<file path="src/rtl/cdc_hs_arbiter.sv">
// cdc_hs_arbiter: round-robin arbiter sharing one 4-phase req/ack CDC handshake channel among NUM_REQ requesters
module cdc_hs_arbiter #(
  parameter int NUM_REQ = 4,
  parameter int WIDTH = 32,
  parameter int TIMEOUT_CYC = 64
) (
  input  logic                       src_clk,
  input  logic                       src_rst,
  input  logic [NUM_REQ-1:0]         req_valid,
  input  logic [NUM_REQ*WIDTH-1:0]   req_data,
  output logic [NUM_REQ-1:0]         req_ready,
  output logic                       xfer_req,
  output logic [WIDTH-1:0]           xfer_data,
  input  logic                       xfer_ack_sync,
  output logic [$clog2(NUM_REQ)-1:0] grant_id,
  output logic                       busy,
  output logic                       xfer_done,
  output logic                       timeout_err
);
  localparam int IW = $clog2(NUM_REQ);
  localparam int CW = TIMEOUT_CYC > 0 ? $clog2(TIMEOUT_CYC + 1) : 1;
  localparam logic [CW-1:0] T_LAST = CW'(TIMEOUT_CYC > 0 ? TIMEOUT_CYC - 1 : 0);
  localparam logic [IW:0] N_EXT = (IW + 1)'(NUM_REQ);
  localparam logic [NUM_REQ-1:0] ONE = NUM_REQ'(1);
  typedef enum logic [1:0] {IDLE, REQ, RELEASE} state_t;
  state_t state;
  logic [IW-1:0] last_grant, win, idx;
  logic [IW:0] sum;
  logic [CW-1:0] cnt;
  logic found, accept, timed_out;
  always_comb begin
    win = '0;
    found = 1'b0;
    sum = '0;
    idx = '0;
    for (int k = 0; k < NUM_REQ; k++) begin
      sum = {1'b0, last_grant} + (IW + 1)'(k + 1);
      idx = sum >= N_EXT ? IW'(sum - N_EXT) : IW'(sum);
      if (!found && req_valid[idx]) begin
        win = idx;
        found = 1'b1;
      end
    end
  end
  assign accept = state == IDLE && !xfer_ack_sync && !src_rst && found;
  assign req_ready = accept ? ONE << win : '0;
  always_ff @(posedge src_clk) begin
    xfer_done <= 1'b0;
    timeout_err <= 1'b0;
    if (src_rst) begin
      state <= IDLE;
      last_grant <= IW'(NUM_REQ - 1);
      xfer_req <= 1'b0;
      busy <= 1'b0;
      xfer_data <= '0;
      grant_id <= '0;
      cnt <= '0;
      timed_out <= 1'b0;
    end else begin
      case (state)
        IDLE: if (accept) begin
          state <= REQ;
          xfer_req <= 1'b1;
          busy <= 1'b1;
          xfer_data <= req_data[win*WIDTH +: WIDTH];
          grant_id <= win;
          last_grant <= win;
          cnt <= '0;
          timed_out <= 1'b0;
        end
        REQ: if (xfer_ack_sync) begin
          state <= RELEASE;
          xfer_req <= 1'b0;
        end else if (TIMEOUT_CYC > 0 && cnt == T_LAST) begin
          state <= RELEASE;
          xfer_req <= 1'b0;
          timeout_err <= 1'b1;
          timed_out <= 1'b1;
        end else begin
          cnt <= cnt + 1'b1;
        end
        RELEASE: if (!xfer_ack_sync) begin
          state <= IDLE;
          busy <= 1'b0;
          xfer_done <= !timed_out;
        end
        default: state <= IDLE;
      endcase
    end
  end
endmodule
</file>
<file path="config.mk">
export PLATFORM = sky130hd
export DESIGN_NAME = cdc_hs_arbiter
export DESIGN_NICKNAME = d
export VERILOG_FILES = /design/src/rtl/cdc_hs_arbiter.sv
export SDC_FILE = /design/constraint.sdc
export NUM_CORES = 1
export LEC_CHECK = 0
export CORE_ASPECT_RATIO = 0.7
export CORE_MARGIN = 2
export CORE_UTILIZATION = 34
export DETAILED_ROUTE_END_ITERATION = 10
export MAX_ROUTING_LAYER = met4
export PLACE_DENSITY_LB_ADDON = 0.1
export SLEW_MARGIN = 20
export SYNTH_ARGS = -nofsm -noshare
export SYNTH_HDL_FRONTEND = slang
export SYNTH_SLANG_ARGS = --single-unit
export TNS_END_PERCENT = 20
</file>
<file path="constraint.sdc">
create_clock -name src_clk -period 2.16 [get_ports src_clk]
set_input_delay 0.54 -clock src_clk [delete_from_list [all_inputs] [get_ports src_clk]]
set_output_delay 0.54 -clock src_clk [all_outputs]
set_load 0.03 [all_outputs]
</file>
==> impl_metrics.yaml <==
status:
  status: "finished, violations left"
  violations: "setup timing"
global_routing:
  grt_max_degree: 63
  grt_remaining_overflow: 0
  grt_pass1_vias: 2903
  grt_pass1_wl_um: 14580
  grt_usage_pct: 20.63
  antenna_found_initial: 0
worst_setup_path:
  critPathSlowestCell: "or4_4"
  cp_cell_sequence: "buf_8, or4_4, and2_4, and3_4, buf_6"
  rr_startpoint: "last_grant[0]"
  required_ns: 1.62
  r2r_cells: 6
  start_kind: "input pin"
  worst-setup-path-type: "in -> out"
  crit_fanout: 4
  worst_r2r_endpoint: "xfer_data[22]"
  worst_setup_path_end_kind: "output pin"
  r2r_slack_ns: 0.21
  critPathArrivalTime_ns: 1.65
  slowest_delay_ns: 0.57
placement:
  dp_slack_ns: -0.7234
  port_buffers: 176
  place_area_um2: 4961
  hpwlAfterDp_um: 7398
  placed_cells: 565
  place_congestion: 0.8151
logic_synthesis:
  ys_ff_latch: 50
  synthCells: 278
  netlist_area_um2: 2885
  ys_warn_count: 0
  yosysUniqueCellTypes: 41
  syn_nets: 414
  syn_area_per_cell_um2: 10.38
  seq_area_frac_synth_pct: 34.69
die:
  rows: 28
  die_h_um: 81.08
  dieWidth_um: 114.1
  start_util_pct: 34.60
  die_area_um2: 9251
  core_area_um2: 8338
  ios: 177
sta:
  fin_tns_setup_ns: -0.02827
  fin_crit_sh_pct: 101.3
  hold_ws_ns: 0.4370
  tightest_slew_ns: 0.4472
  min_period_ns: 2.188
  finalHoldViolations: 0
  drv_slew: 0
  fin_skew_ns: 0.006299
  setup_ws_ns: -0.02827
  relSlewSlack_pct: 70.19
  rsz0062_at_grt: "yes"
  setup_viol: 1
  fmax_mhz: 457.0
power:
  swShare_pct: 31.41
  combPwrFrac_pct: 40.4
  power.density_nw_per_um2: 608.5
  ir_drop_uv: 336.4
  power_frac_seq_pct: 34.4
  p_leak_nw: 1.969
  p_sw_mw: 0.9862
  p_total_mw: 3.140
  p_int_mw: 2.154
  p_clk_share_pct: 25.2
route:
  ant_nets: 0
  drt_iter0_drc: 48
  routed-via-count: 2907
  drcViolationCount: 0
  dr.pass1.iters: 4
  avgRoutedWirePerCell_um: 16.66
  via_per_inst: 5.047
  routed_wl_um: 9596
min_path:
  holdCritStartpoint: "timed_out"
  hp-class: "reg -> reg"
  holdPathStages: 1
  min_to: "xfer_done"
clock_tree:
  cts_inserted_buffers: 5
  insertion_delay_ns: 0.28
  cts_sinks: 50
  clk_pin_slew_ns: 0.07
  tritoncts: "yes"
  htreeDepth: 2
  root_buffer: "clkbuf_16"
  clockBufferDepth: 2
cells_and_area:
  multiInputGateArea_um2: 1807
  area_delta_synth_final_pct: 78.84
  finalInstanceArea_um2: 5160
  final_core_util_pct: 61.88
  final_cells: 576
  seqCellArea_um2: 1003
  fin_nets: 606
  drive_gt1_share_pct: 20.38
  layout.cells.most_common_list: "clkdlybuf4s50_1, mux2i_1, dfxtp_1"
  num-fill-cells: 747
  final_common_cell: "clkdlybuf4s50_1"
  antenna_cells: 0
flow_run:
  cap_violations: 0
## what timing repair did
action | CTS | global route
pin swaps | 8 | 2
setup endpoints to repair | 38 | 3
resized for setup | 37 | 6
hold buffers | 0 | 0
buffers inserted | 2 | 1
## Yosys cell counts
cell type / instances / area (um2)
mux2i_1: 65 / 650.6
dfxtp_1: 50 / 1001
nand2_1: 40 / 150.1
o221ai_2: 29 / 435.4
buf_2: 12 / 60.06
a21oi_1: 8 / 40.04
nor2_1: 7 / 26.28
and3_1: 6 / 37.54
nand3_1: 6 / 30.03
o21ai_0: 6 / 30.03
buf_6: 5 / 56.30
inv_1: 3 / 11.26
nor3_1: 3 / 15.01
o221ai_1: 3 / 26.28
buf_4: 2 / 15.01
nand2b_1: 2 / 12.51
nand3b_1: 2 / 15.01
nor2b_1: 2 / 12.51
o211ai_1: 2 / 15.01
or2_2: 2 / 12.51
or3_1: 2 / 12.51
or4_1: 2 / 15.01
a21o_1: 1 / 7.510
a21oi_4: 1 / 16.27
a2bb2oi_1: 1 / 8.760
a31o_2: 1 / 8.760
a31o_4: 1 / 17.52
a31oi_1: 1 / 6.260
and2_4: 1 / 8.760
and2b_1: 1 / 7.510
ha_1: 1 / 12.51
nand2_2: 1 / 6.260
nand4_4: 1 / 21.27
nand4b_1: 1 / 8.760
nor3b_2: 1 / 12.51
nor4_4: 1 / 21.27
o21a_1: 1 / 7.510
o21ai_1: 1 / 5.000
o21ai_2: 1 / 8.760
o221a_2: 1 / 11.26
xor2_1: 1 / 8.760
## power by group through the flow
| stage | Combinational (mW) | Sequential, mW | Clock, mW |
|---|---|---|---|
| after floorplan | 0.514 | 1.28 | 0 |
| after global placement | 1.25 | 1.09 | 0 |
| after detailed placement | 1.27 | 1.10 | 0 |
| after CTS | 1.28 | 1.08 | 0.824 |
| after global routing | 1.35 | 1.09 | 0.858 |
| final | 1.27 | 1.08 | 0.791 |
## cell type report
class                           instances  share of cell area, %
Clock inverter                          1                0.09699
Tap cell                              105                  2.546
Multi-Input combinational cell        206                  35.01
Inverter                                3                 0.2667
Clock buffer                            7                  2.764
Sequential cell                        50                  19.45
Timing Repair Buffer                  204                  39.86
## worst max-delay path: cells and delay by family
kind	cells	cell delay [ns]
AND/OR/NAND/NOR	3	0.88
buffers and inverters	2	0.23
## worst max path at each step
stage / cells after the start / slack (ns) / end / from
floorplan: 6 / -0.02 / req_ready[0] / req_valid[3]
global route: 5 / -0.04 / req_ready[3] / req_valid[2]
CTS: 5 / -0.002 / req_ready[3] / req_valid[2]
detailed placement: 6 / -0.72 / req_ready[1] / req_valid[1]
finish: 5 / -0.03 / req_ready[3] / req_valid[2]
global placement: 6 / -0.69 / req_ready[1] / req_valid[3]
## metal layers
metal	up-vias	wire, um	GRT usage [%]
met3	8	705	4.403
met4	0	110	4.146
met1	1356	4247	25.62
li1	1439	-	-
met5	-	0	-
met2	104	4532	35.06
## kinds of logic (layout without fill, tap and decap cells)
family	Yosys count	in the layout	share of synthesized area [%]
and+or+nand+nor	81	81	14.74
adders and majority gates	1	1	0.4336
DFF	50	50	34.69
muxes	65	65	22.55
AOI/OAI and AO/OA	58	58	22.33
buffers and inverters	22	215	4.943
xor gates and xnor gates	1	1	0.3036
## state kept, by name, indices dropped and copies added, names as in the netlist
| name | flops |
|---|---|
| xfer_data | 32 |
| cnt | 7 |
| grant_id | 2 |
| last_grant | 2 |
| state | 2 |
| busy | 1 |
| timed_out | 1 |
| timeout_err | 1 |
| xfer_done | 1 |
| xfer_req | 1 |
No activity file was read; power rests on OpenSTA's default activity.
